File: src/rtl/mac_ctrl_pkg.sv
// Shared definitions for the MAC sequencer and the requantisation helpers.
//   state_e       : sequencer FSM states
//   rnd_const()   : round-half-up constant for a given number of fractional bits
//   sat_max/min() : signed saturation limits for a given result width
//   Rnd/SatMax/SatMin : the above for the default Q1.15 format
package mac_ctrl_pkg;

  typedef enum logic [2:0] {
    StIdle,
    StFetch,
    StIssueA,
    StIssue,
    StWait,
    StDone
  } state_e;

  localparam int unsigned DefDataWidth = 16;
  localparam int unsigned DefFracBits  = 15;

  function automatic longint rnd_const(input int unsigned frac_bits);
    return 64'sd1 <<< (frac_bits - 1);
  endfunction

  function automatic longint sat_max(input int unsigned data_width);
    return (64'sd1 <<< (data_width - 1)) - 64'sd1;
  endfunction

  function automatic longint sat_min(input int unsigned data_width);
    return -(64'sd1 <<< (data_width - 1));
  endfunction

  localparam longint Rnd    = rnd_const(DefFracBits);
  localparam longint SatMax = sat_max(DefDataWidth);
  localparam longint SatMin = sat_min(DefDataWidth);

endpackage

File: src/rtl/mac_seq_ctrl_if.sv
// Issue/result channel between the sequencer and a single mac_unit.
//   mac_en, mac_valid_in : issue strobes (sequencer -> MAC)
//   mac_a, mac_b         : signed operands
//   mac_acc_in           : running sum fed into the MAC
//   mac_acc_out          : MAC result (MAC -> sequencer)
//   mac_valid_out        : result valid
// master = sequencer side, slave = MAC side.
interface mac_seq_ctrl_if #(
  parameter int unsigned DATA_WIDTH = 16,
  parameter int unsigned ACC_WIDTH  = 40
);
  logic                         mac_en;
  logic                         mac_valid_in;
  logic signed [DATA_WIDTH-1:0] mac_a;
  logic signed [DATA_WIDTH-1:0] mac_b;
  logic signed [ACC_WIDTH-1:0]  mac_acc_in;
  logic signed [ACC_WIDTH-1:0]  mac_acc_out;
  logic                         mac_valid_out;

  modport master (
    output mac_en, mac_valid_in, mac_a, mac_b, mac_acc_in,
    input  mac_acc_out, mac_valid_out
  );

  modport slave (
    input  mac_en, mac_valid_in, mac_a, mac_b, mac_acc_in,
    output mac_acc_out, mac_valid_out
  );
endinterface

File: src/rtl/fxp_round_sat.sv
// Combinational requantiser: round half up, arithmetic shift by FRAC_BITS, saturate
// to a signed DATA_WIDTH result.
//   acc : signed accumulator input
//   res : rounded, saturated result
module fxp_round_sat
  import mac_ctrl_pkg::*;
#(
  parameter int unsigned ACC_WIDTH  = 40,
  parameter int unsigned DATA_WIDTH = 16,
  parameter int unsigned FRAC_BITS  = 15
) (
  input  logic signed [ACC_WIDTH-1:0]  acc,
  output logic signed [DATA_WIDTH-1:0] res
);
  // One guard bit so adding the rounding constant cannot overflow.
  localparam int unsigned SumWidth = ACC_WIDTH + 1;
  localparam logic signed [SumWidth-1:0] RndC = SumWidth'(rnd_const(FRAC_BITS));
  localparam logic signed [SumWidth-1:0] MaxC = SumWidth'(sat_max(DATA_WIDTH));
  localparam logic signed [SumWidth-1:0] MinC = SumWidth'(sat_min(DATA_WIDTH));

  logic signed [SumWidth-1:0] sum;
  logic signed [SumWidth-1:0] shifted;

  always_comb begin
    sum     = $signed({acc[ACC_WIDTH-1], acc}) + RndC;
    shifted = sum >>> FRAC_BITS;
    if (shifted > MaxC) begin
      res = MaxC[DATA_WIDTH-1:0];
    end else if (shifted < MinC) begin
      res = MinC[DATA_WIDTH-1:0];
    end else begin
      res = shifted[DATA_WIDTH-1:0];
    end
  end
endmodule

File: src/rtl/mac_seq_ctrl.sv
// Dot-product sequencer driving one mac_unit: fetches operand pairs from the input and
// weight buffers, issues one MAC op per tap, feeds the running sum back via mac_acc_in
// and returns a rounded, saturated Q1.15 result.
//   clk, rst_n                : clock, asynchronous active-low reset
//   start, len, base_x/base_w : job request (sampled in IDLE only), bias : Q1.15 bias
//   busy                      : FSM not in IDLE
//   rd_en, x_addr, w_addr     : buffer read port; x_data/w_data valid one cycle later
//   mac                       : issue/result channel to the mac_unit
//   res_valid/res_ready       : result handshake; res_data rounded result, res_acc raw sum
//   err                       : timeout on this job, sticky until the next accepted start
module mac_seq_ctrl
  import mac_ctrl_pkg::*;
#(
  parameter int unsigned DATA_WIDTH = 16,
  parameter int unsigned ACC_WIDTH  = 40,
  parameter int unsigned ADDR_WIDTH = 8,
  parameter int unsigned FRAC_BITS  = 15,
  parameter bit          PIPELINED  = 1'b1,
  parameter int unsigned TIMEOUT    = 16
) (
  input  logic                         clk,
  input  logic                         rst_n,
  input  logic                         start,
  input  logic [ADDR_WIDTH:0]          len,
  input  logic [ADDR_WIDTH-1:0]        base_x,
  input  logic [ADDR_WIDTH-1:0]        base_w,
  input  logic signed [DATA_WIDTH-1:0] bias,
  output logic                         busy,
  output logic                         rd_en,
  output logic [ADDR_WIDTH-1:0]        x_addr,
  output logic [ADDR_WIDTH-1:0]        w_addr,
  input  logic signed [DATA_WIDTH-1:0] x_data,
  input  logic signed [DATA_WIDTH-1:0] w_data,
  mac_seq_ctrl_if.master               mac,
  output logic                         res_valid,
  input  logic                         res_ready,
  output logic signed [DATA_WIDTH-1:0] res_data,
  output logic signed [ACC_WIDTH-1:0]  res_acc,
  output logic                         err
);
  localparam int unsigned CntWidth   = ADDR_WIDTH + 1;
  localparam int unsigned TimerWidth = $clog2(TIMEOUT + 1);

  state_e                       state_q;
  logic [CntWidth-1:0]          len_q, cnt_q, cnt_inc;
  logic [ADDR_WIDTH-1:0]        base_x_q, base_w_q;
  logic [ADDR_WIDTH-1:0]        x_addr_q, w_addr_q;
  logic signed [ACC_WIDTH-1:0]  acc_q, res_acc_q, bias_acc;
  logic signed [DATA_WIDTH-1:0] a_q, b_q;
  logic [TimerWidth-1:0]        wait_q;
  logic                         busy_q, rd_en_q, mac_en_q, res_valid_q, err_q;

  assign cnt_inc  = cnt_q + CntWidth'(1);
  assign bias_acc = $signed({{(ACC_WIDTH - DATA_WIDTH){bias[DATA_WIDTH-1]}}, bias}) <<< FRAC_BITS;

  always_ff @(posedge clk or negedge rst_n) begin
    if (!rst_n) begin
      state_q     <= StIdle;
      len_q       <= '0;
      cnt_q       <= '0;
      base_x_q    <= '0;
      base_w_q    <= '0;
      x_addr_q    <= '0;
      w_addr_q    <= '0;
      acc_q       <= '0;
      res_acc_q   <= '0;
      a_q         <= '0;
      b_q         <= '0;
      wait_q      <= '0;
      busy_q      <= 1'b0;
      rd_en_q     <= 1'b0;
      mac_en_q    <= 1'b0;
      res_valid_q <= 1'b0;
      err_q       <= 1'b0;
    end else begin
      rd_en_q  <= 1'b0;
      mac_en_q <= 1'b0;
      unique case (state_q)
        StIdle: begin
          if (start) begin
            len_q    <= len;
            base_x_q <= base_x;
            base_w_q <= base_w;
            acc_q    <= bias_acc;
            cnt_q    <= '0;
            err_q    <= 1'b0;
            busy_q   <= 1'b1;
            if (len == '0) begin
              state_q     <= StDone;
              res_acc_q   <= bias_acc;
              res_valid_q <= 1'b1;
            end else begin
              state_q  <= StFetch;
              rd_en_q  <= 1'b1;
              x_addr_q <= base_x;
              w_addr_q <= base_w;
            end
          end
        end
        StFetch: begin
          if (PIPELINED) begin
            state_q <= StIssueA;
          end else begin
            state_q  <= StIssue;
            mac_en_q <= 1'b1;
          end
        end
        StIssueA: begin
          a_q      <= x_data;
          b_q      <= w_data;
          mac_en_q <= 1'b1;
          state_q  <= StIssue;
        end
        StIssue: begin
          wait_q  <= '0;
          state_q <= StWait;
        end
        StWait: begin
          // A result on the timeout edge still counts as a result.
          if (mac.mac_valid_out) begin
            acc_q <= mac.mac_acc_out;
            cnt_q <= cnt_inc;
            if (cnt_inc == len_q) begin
              state_q     <= StDone;
              res_acc_q   <= mac.mac_acc_out;
              res_valid_q <= 1'b1;
            end else begin
              state_q  <= StFetch;
              rd_en_q  <= 1'b1;
              x_addr_q <= base_x_q + cnt_inc[ADDR_WIDTH-1:0];
              w_addr_q <= base_w_q + cnt_inc[ADDR_WIDTH-1:0];
            end
          end else if (wait_q == TimerWidth'(TIMEOUT - 1)) begin
            err_q       <= 1'b1;
            state_q     <= StDone;
            res_acc_q   <= acc_q;
            res_valid_q <= 1'b1;
          end else begin
            wait_q <= wait_q + TimerWidth'(1);
          end
        end
        StDone: begin
          if (res_ready) begin
            state_q     <= StIdle;
            res_valid_q <= 1'b0;
            busy_q      <= 1'b0;
          end
        end
        default: state_q <= StIdle;
      endcase
    end
  end

  // Unpipelined MAC takes operands straight from the buffer in the ISSUE cycle.
  if (PIPELINED) begin : g_pipe
    assign mac.mac_a = a_q;
    assign mac.mac_b = b_q;
  end else begin : g_nopipe
    assign mac.mac_a = (state_q == StIssue) ? x_data : '0;
    assign mac.mac_b = (state_q == StIssue) ? w_data : '0;
  end

  assign mac.mac_en       = mac_en_q;
  assign mac.mac_valid_in = mac_en_q;
  assign mac.mac_acc_in   = acc_q;

  assign busy      = busy_q;
  assign rd_en     = rd_en_q;
  assign x_addr    = x_addr_q;
  assign w_addr    = w_addr_q;
  assign res_valid = res_valid_q;
  assign res_acc   = res_acc_q;
  assign err       = err_q;

  fxp_round_sat #(
    .ACC_WIDTH (ACC_WIDTH),
    .DATA_WIDTH(DATA_WIDTH),
    .FRAC_BITS (FRAC_BITS)
  ) u_round_sat (
    .acc(res_acc_q),
    .res(res_data)
  );
endmodule

File: src/flat_wrapper.sv
// flat-port wrapper written by rule: the top's interface ports become plain ports
module mac_seq_ctrl_flat import mac_ctrl_pkg::*;
#(
  parameter int unsigned DATA_WIDTH = 16,
  parameter int unsigned ACC_WIDTH  = 40,
  parameter int unsigned ADDR_WIDTH = 8,
  parameter int unsigned FRAC_BITS  = 15,
  parameter bit          PIPELINED  = 1'b1,
  parameter int unsigned TIMEOUT    = 16
)
  (clk, rst_n, start, len, base_x, base_w, bias, busy, rd_en, x_addr, w_addr, x_data, w_data, res_valid, res_ready, res_data, res_acc, err, mac_mac_en, mac_mac_valid_in, mac_mac_a, mac_mac_b, mac_mac_acc_in, mac_mac_acc_out, mac_mac_valid_out);
  mac_seq_ctrl_if #(.DATA_WIDTH(DATA_WIDTH), .ACC_WIDTH(ACC_WIDTH)) mac_i ();
  input  logic clk;
  input  logic rst_n;
  input  logic start;
  input  logic [ADDR_WIDTH:0] len;
  input  logic [ADDR_WIDTH-1:0] base_x;
  input  logic [ADDR_WIDTH-1:0] base_w;
  input  logic signed [DATA_WIDTH-1:0] bias;
  output logic busy;
  output logic rd_en;
  output logic [ADDR_WIDTH-1:0] x_addr;
  output logic [ADDR_WIDTH-1:0] w_addr;
  input  logic signed [DATA_WIDTH-1:0] x_data;
  input  logic signed [DATA_WIDTH-1:0] w_data;
  output logic res_valid;
  input  logic res_ready;
  output logic signed [DATA_WIDTH-1:0] res_data;
  output logic signed [ACC_WIDTH-1:0] res_acc;
  output logic err;
  output wire logic [$bits(mac_i.mac_en)-1:0] mac_mac_en;
  output wire logic [$bits(mac_i.mac_valid_in)-1:0] mac_mac_valid_in;
  output wire logic [$bits(mac_i.mac_a)-1:0] mac_mac_a;
  output wire logic [$bits(mac_i.mac_b)-1:0] mac_mac_b;
  output wire logic [$bits(mac_i.mac_acc_in)-1:0] mac_mac_acc_in;
  input wire logic [$bits(mac_i.mac_acc_out)-1:0] mac_mac_acc_out;
  input wire logic [$bits(mac_i.mac_valid_out)-1:0] mac_mac_valid_out;
  assign mac_mac_en = mac_i.mac_en;
  assign mac_mac_valid_in = mac_i.mac_valid_in;
  assign mac_mac_a = mac_i.mac_a;
  assign mac_mac_b = mac_i.mac_b;
  assign mac_mac_acc_in = mac_i.mac_acc_in;
  assign mac_i.mac_acc_out = mac_mac_acc_out;
  assign mac_i.mac_valid_out = mac_mac_valid_out;
  mac_seq_ctrl #(.DATA_WIDTH(DATA_WIDTH), .ACC_WIDTH(ACC_WIDTH), .ADDR_WIDTH(ADDR_WIDTH), .FRAC_BITS(FRAC_BITS), .PIPELINED(PIPELINED), .TIMEOUT(TIMEOUT)) u_core (.clk(clk), .rst_n(rst_n), .start(start), .len(len), .base_x(base_x), .base_w(base_w), .bias(bias), .busy(busy), .rd_en(rd_en), .x_addr(x_addr), .w_addr(w_addr), .x_data(x_data), .w_data(w_data), .mac(mac_i), .res_valid(res_valid), .res_ready(res_ready), .res_data(res_data), .res_acc(res_acc), .err(err));
endmodule
File: config.mk
export PLATFORM = sky130hd
export DESIGN_NAME = mac_seq_ctrl_flat
export DESIGN_NICKNAME = d
export VERILOG_FILES = /design/src/rtl/mac_ctrl_pkg.sv /design/src/rtl/mac_seq_ctrl_if.sv /design/src/rtl/fxp_round_sat.sv /design/src/rtl/mac_seq_ctrl.sv /design/src/flat_wrapper.sv
export SDC_FILE = /design/constraint.sdc
export NUM_CORES = 1
export LEC_CHECK = 0
export BUFFER_PORTS_ARGS = -buffer_cell sky130_fd_sc_hd__buf_4
export CAP_MARGIN = 5
export CORE_UTILIZATION = 47
export DETAILED_ROUTE_END_ITERATION = 6
export HOLD_SLACK_MARGIN = 0.02
export PLACE_DENSITY = 0.77
export SYNTH_ARGS = -nofsm -noshare
export SYNTH_HDL_FRONTEND = slang
export SYNTH_SLANG_ARGS = --single-unit
File: constraint.sdc
create_clock -name clk -period 2.8 [get_ports clk]
set_clock_uncertainty 0.2 [all_clocks]
set_input_delay 0 -clock clk [delete_from_list [all_inputs] [get_ports clk]]
set_output_delay 0 -clock clk [all_outputs]
set_load 0.01 [all_outputs]
# ---- Word-level counts from Yosys, hierarchy flattened
# Cells that the tools add are included.
# W data, S select, Z words.
dict set report word_totals {
  register_bits 175
  latchBits 0
  mem_bits_rw 0
  romBits 0
  input_bits 118
  word_cells 109
  mem_count 0
}
dict set report op_classes {
  addsub 5
  mul 0
  n_div 0
  magnitude_cmp 2
  eq_ne 18
  n_shift 0
  n_mux 52
  bitwise 0
  reduce_logical 15
}
# operator n
set ops {}
lappend ops {{$mux W40} 7}
lappend ops {{$pmux W40 S2} 2}
lappend ops {{$mux W8} 8}
lappend ops {{$add A40 B16 Y41 const B} 1}
lappend ops {{$mux W16} 2}
lappend ops {{$pmux W8 S2} 2}
lappend ops {{$gt A26 B16 Y1 const B} 1}
lappend ops {{$lt A26 B16 Y1 const B} 1}
lappend ops {{$mux W3} 6}
lappend ops {{$mux W9} 2}
lappend ops {{$pmux W3 S6} 1}
lappend ops {{$pmux W9 S2} 1}
lappend ops {{$add A8 B8 Y8} 2}
lappend ops {{$mux W1} 14}
lappend ops {{$ne A2 B2 Y1 const B} 7}
lappend ops {{$reduce_and A3 Y1} 4}
lappend ops {{$mux W5} 2}
lappend ops {{$pmux W5 S2} 1}
lappend ops {{$reduce_and A5 Y1} 2}
lappend ops {{$add A9 B1 Y9 const B} 1}
lappend ops {{$eq A9 B9 Y1} 1}
lappend ops {{$logic_not A9 Y1} 1}
lappend ops {{$eq A3 B2 Y1 const B} 2}
lappend ops {{$eq A3 B3 Y1 const B} 2}
lappend ops {{other kinds (13)} 19}

# ---- Logic depth before layout (Yosys ltp)
dict set report depth {
  ltp_word 5
  depth_mapped 11
  mapped_depth_nobuf 10
}

# ---- Hierarchy
# From an unflattened synthesis, not the netlist that was laid out.
dict set report unflattened {
  cells_unflattened 839
  area_unflattened_um2 9280.2
}
# module instances cells_per_inst area_each_um2 seq_area_each_um2
set modules_own_cells {}
lappend modules_own_cells {mac_seq_ctrl 1 716 8463.1 4379.2}
lappend modules_own_cells {fxp_round_sat 1 123 817.0 0.0}

# ---- Worst setup path after synthesis
# Ideal clock, no wire load.
dict set report synth_timing {
  path_kind {reg-to-reg}
  from {register u_core.cnt_q[0]}
  to {register u_core.w_addr_q[0] (netlist: u_core.w_addr[0])}
  setup_ps 125
  arrival_time_ps 2551
  required_ps 2475
  setup_slack_ps -77
  path_stages_with_launch 10
  synth_period_minus_slack_ps 2877
  cell_sequence {dfrtp_1 > ha_1 > xnor2_1 > o211ai_1 > a211oi_1 > o21ai_1 > nor4_4 > a2bb2oi_4 > buf_8 > mux2_4}
}
dict set report synth_via {
  elab_chain_len 5
  word_cells_on_any_way 8
}
# element line_no
set synth_rtl {}
lappend synth_rtl {{from (decl)} mac_seq_ctrl.sv:45} ;# logic [CntWidth-1:0] len_q, cnt_q, cnt_inc;
lappend synth_rtl {{from (signal assigned)} mac_seq_ctrl.sv:122} ;# cnt_q <= cnt_inc;
lappend synth_rtl {{$add A9 B1 Y9 (*)} mac_seq_ctrl.sv:53} ;# assign cnt_inc = cnt_q + CntWidth'(1);
lappend synth_rtl {{$add A8 B8 Y8} mac_seq_ctrl.sv:131} ;# w_addr_q <= base_w_q + cnt_inc[ADDR_WIDTH-1:0];
lappend synth_rtl {{$mux W8} mac_seq_ctrl.sv:123} ;# if (cnt_inc == len_q) begin
lappend synth_rtl {{$mux W8} mac_seq_ctrl.sv:120} ;# if (mac.mac_valid_out) begin
lappend synth_rtl {{$pmux W8 S2} mac_seq_ctrl.sv:78} ;# unique case (state_q)
lappend synth_rtl {{to (signal assigned)} mac_seq_ctrl.sv:96} ;# w_addr_q <= base_w;
lappend synth_rtl {{to (signal assigned)} mac_seq_ctrl.sv:131}
lappend synth_rtl {{to (decl)} mac_seq_ctrl.sv:47} ;# logic [ADDR_WIDTH-1:0] x_addr_q, w_addr_q;
# Mark *: on every way between the ends. The rest lies on a longest branch, timed or not. The select of a mux whose other input is x is not followed.
# A chain may end at the register's enable or synchronous reset.

# ---- Final worst setup path
dict set report layout_timing {
  from {register u_core.res_acc_q[15] (netlist: u_core.res_acc[15])}
  to {output res_data[4]}
}
dict set report layout_via {
  elab_chain_len 4
  word_cells_on_any_way 5
}
# element line_no
set layout_rtl {}
lappend layout_rtl {{from (decl)} mac_seq_ctrl.sv:48} ;# logic signed [ACC_WIDTH-1:0] acc_q, res_acc_q, bias_acc;
lappend layout_rtl {{from (signal assigned)} mac_seq_ctrl.sv:90} ;# res_acc_q <= bias_acc;
lappend layout_rtl {{from (signal assigned)} mac_seq_ctrl.sv:125} ;# res_acc_q <= mac.mac_acc_out;
lappend layout_rtl {{from (signal assigned)} mac_seq_ctrl.sv:136} ;# res_acc_q <= acc_q;
lappend layout_rtl {{$add A40 B16 Y41 (*)} fxp_round_sat.sv:25} ;# sum = $signed({acc[ACC_WIDTH-1], acc}) + RndC;
lappend layout_rtl {{$lt A26 B16 Y1} fxp_round_sat.sv:29} ;# end else if (shifted < MinC) begin
lappend layout_rtl {{$mux W16} fxp_round_sat.sv:29}
lappend layout_rtl {{$mux W16 (*)} fxp_round_sat.sv:27} ;# if (shifted > MaxC) begin
lappend layout_rtl {{to (decl)} flat_wrapper.sv:28} ;# output logic signed [DATA_WIDTH-1:0] res_data;
# Mark *: on every way between the ends. The rest lies on a longest branch, timed or not.

==> results.toml <==
[outcome]
outcome = "complete, but fails checks"
violations = "negative setup slack"

[die]
ios = 268
placementRows = 50
coreArea_um2 = 18800
dieArea_um2 = 19900
start_util_pct = 48.2
dieWidth_um = 141
die_y_um = 141

[yosys]
yosys-top-cells-count = "175 x dfrtp_1, 104 x mux2_2, 80 x nand2_1, 59 x o21ai_0, 46 x nor2_1"
syn_nets = 961
synth_cells = 823
syn_area_per_cell_um2 = 11.0
synth.most_common_cell = "dfrtp_1"
synth_area_um2 = 9080
async_reset_ff_share_pct = 100
ys.flop_type = "dfrtp_1"
synth_top_area_share_pct = 48.2
yosys_warnings = 0
synth_top_cell_by_area = "dfrtp_1"
yosys-top-cells-area = "dfrtp_1 48%, mux2_2 13%, mux2i_1 4.5%, nand2_1 3.3%, o21ai_0 3.3%"
ys_seq_elements = 175
synthDistinctLibCells = 56
synth_seq_area_share_pct = 48.2
synth_edf_count = 0

[sta]
hold_viol = 0
worst_slack_ns = -0.240
finalSetupViolCount = 18
finalMaxSlewViolations = 0
post-route-min-period_ns = 3.04
rsz0062_at_grt = "true"
setup_tns_ns = -2.78
slew_headroom_pct = 55.6
tightest_slew_ns = 0.664
period_share_pct = 109
clock.fmax_mhz = 329

[routing]
wl_per_cell_um = 19.3
vias_per_cell = 5.53
drt-pass1-iter-count = 5
drc = 0
first_iter_violations = 476
ant_nets = 0
vias = 8562
drt_wl_total_um = 29900

[setup_path]
required_ns = 2.60
crit_path_start_kind = "flip-flop"
cp.arrival_ns = 2.84
setup.worst_path.end_class = "primary output"
path_max_fanout = 8
cp_slowest_cell = "dfrtp_2"
max_stage_delay_ns = 0.43
critical_path.cell_chain = "buf_6 -> and3_1 -> nand4_1 -> buf_6 -> buf_4 -> nor4_2 -> o21ai_1 -> o31ai_2 -> a41o_4 -> o21ai_1 -> buf_4"
crit_type = "flip-flop to primary output"
reg2reg_depth = 10

[min_path]
hold_depth = 3
hp-class = "input port to flip-flop"

[global_routing]
grt_pass1_vias = 8823
grt_pass1_wl_um = 45900
antenna_found_initial = 0
grtUsageTotal_pct = 29.7
grt_max_degree = 68
overflow = 0

[run]
cap_violations = 0

[pwr]
p_leak_nw = 6.95
p_per_area_nw_per_um2 = 1020
peakVddDrop_mv = 0.568
p_total_mw = 14.7

[cells_and_area]
register_area_um2 = 4390
stdcell_count = 1549
area_growth_pct = 58.8
multi_input_area_um2 = 4830
diodes = 0
final_cell_area_um2 = 14400
drive_gt1_share_pct = 41.8
n_fill_cell = 1194
nNetsFinal = 1414

[placed_design]
dpl_worst_slack_ns = -0.134
place.gp.congestion = 0.891
hpwl_um = 17700
placed_cells = 1344
placed_area_um2 = 11600
io_buffers = 267

[clock_tree]
clkTransAtPathRegs_ns = 0.07
cts-buffers-inserted = 17
cts_max_level = 4
cts_root_buffer = "clkbuf_16"
cts_sinks = 175
cts_tree = "done"
clockBufferDepth = 2
insertion_delay_ns = 0.43
-- stage by stage --
stage / hold WS [ns] / utilization, %
4_1_cts: 0.119 / 74.1
3_3_place_gp: -0.164 / 61.8
3_5_place_dp: -0.163 / 61.8
5_1_grt: 0.142 / 76.6
2_1_floorplan: -0.496 / -
6_report: 0.135 / 76.6
-- cell families (layout without fill, tap and decap cells) --
logic type      Yosys count  after routing  share of synthesized area, %
compound gates          161            163                          12.0
xor+xnor                 50             50                          4.82
fa+ha+maj                20             20                          2.92
buf+inv                  74            538                          3.36
flops                   175            175                          48.2
mux                     155            155                          19.0
simple gates            188            188                          9.66
-- state kept, by name (all words and copies together) (netlist names), 5 cells and up --
register	cells
u_core.base_w_q	8
u_core.base_x_q	8
u_core.cnt_q	9
u_core.len_q	9
u_core.mac.mac_a	16
u_core.mac.mac_acc_in	40
u_core.mac.mac_b	16
u_core.res_acc	40
u_core.w_addr	8
u_core.wait_q	5
u_core.x_addr	8
-- area by class of cell --
| type | instances | area share, % |
|---|---|---|
| multi-input cells | 576 | 33.5 |
| flip-flops and latches | 175 | 30.4 |
| repair buffers | 478 | 29.0 |
| clock buffers | 18 | 2.98 |
| well taps | 260 | 2.26 |
| clock inverters | 14 | 1.06 |
| inverters | 28 | 0.729 |
-- metal layers --
layer  share of wire [%]  vias up  GRT usage (%)
met5                   0        -              0
met4                 3.6        0           13.7
met3                 6.5       80           6.28
met2                  50      383           50.7
met1                  40     4218           36.0
li1                    -     3881              -
-- cells in the final DEF, fill, tap and decap left out, types with 5 or more instances in the layout --
cell type / netlist / final
a21oi_1: 25 / 23
a222oi_1: 15 / 15
a22o_1: 22 / 22
a22oi_1: 10 / 10
buf_12: 0 / 8
buf_4: 2 / 313
buf_6: 0 / 7
clkbuf_16: 0 / 22
dfrtp_1: 175 / 169
dfrtp_2: 0 / 6
dlygate4sd3_1: 0 / 144
ha_1: 18 / 15
inv_1: 28 / 28
mux2_2: 104 / 78
mux2_4: 9 / 35
mux2i_1: 41 / 41
nand2_1: 80 / 77
nand3_1: 16 / 15
nand4_1: 6 / 6
nor2_1: 46 / 42
nor3_1: 9 / 8
o21ai_0: 59 / 43
o21ai_1: 2 / 10
o21ai_2: 1 / 8
xnor2_1: 29 / 23
xnor2_2: 0 / 5
xor2_1: 21 / 18
-- timing repair --
action / 4_1_cts / 5_1_grt
hold buffers: 144 / 0
hold endpoints to repair: 336 / 0
setup buffers: 14 / 6
endpoints found under the setup margin: 56 / 78
pin swaps: 22 / 21
gates cloned: 3 / 7
resized for setup: 45 / 63
-- where the power goes --
part	total [mW]	switching, mW	internal, mW
registers	4.66	1.00	3.66
clock network	2.37	1.11	1.26
logic	7.68	3.47	4.22
total	14.7	5.57	9.14
-- critical path: cells and delay by family (launching register included) --
family                 cells  cell delay, ns
AO/OA/AOI/OAI              4            0.83
buffers and inverters      4            0.60
AND/OR/NAND/NOR            3            0.56
flip-flops                 1            0.43
-- worst paths after layout --
path	start	end	slack (ns)
setup / recovery	u_core.res_acc[15]	res_data[4]	-0.24
hold / removal	x_data[0]	u_core.mac.mac_a[0]	0.14
setup reg to reg	u_core.cnt_q[0]	u_core.res_acc[16]	-0.02
hold reg to reg	u_core.wait_q[4]	u_core.wait_q[4]	0.31
max in group asynchronous	rst_n	u_core.res_acc[15]	1.11
min in group asynchronous	rst_n	u_core.mac.mac_acc_in[39]	0.45
No activity file was read; power rests on OpenSTA's default activity.
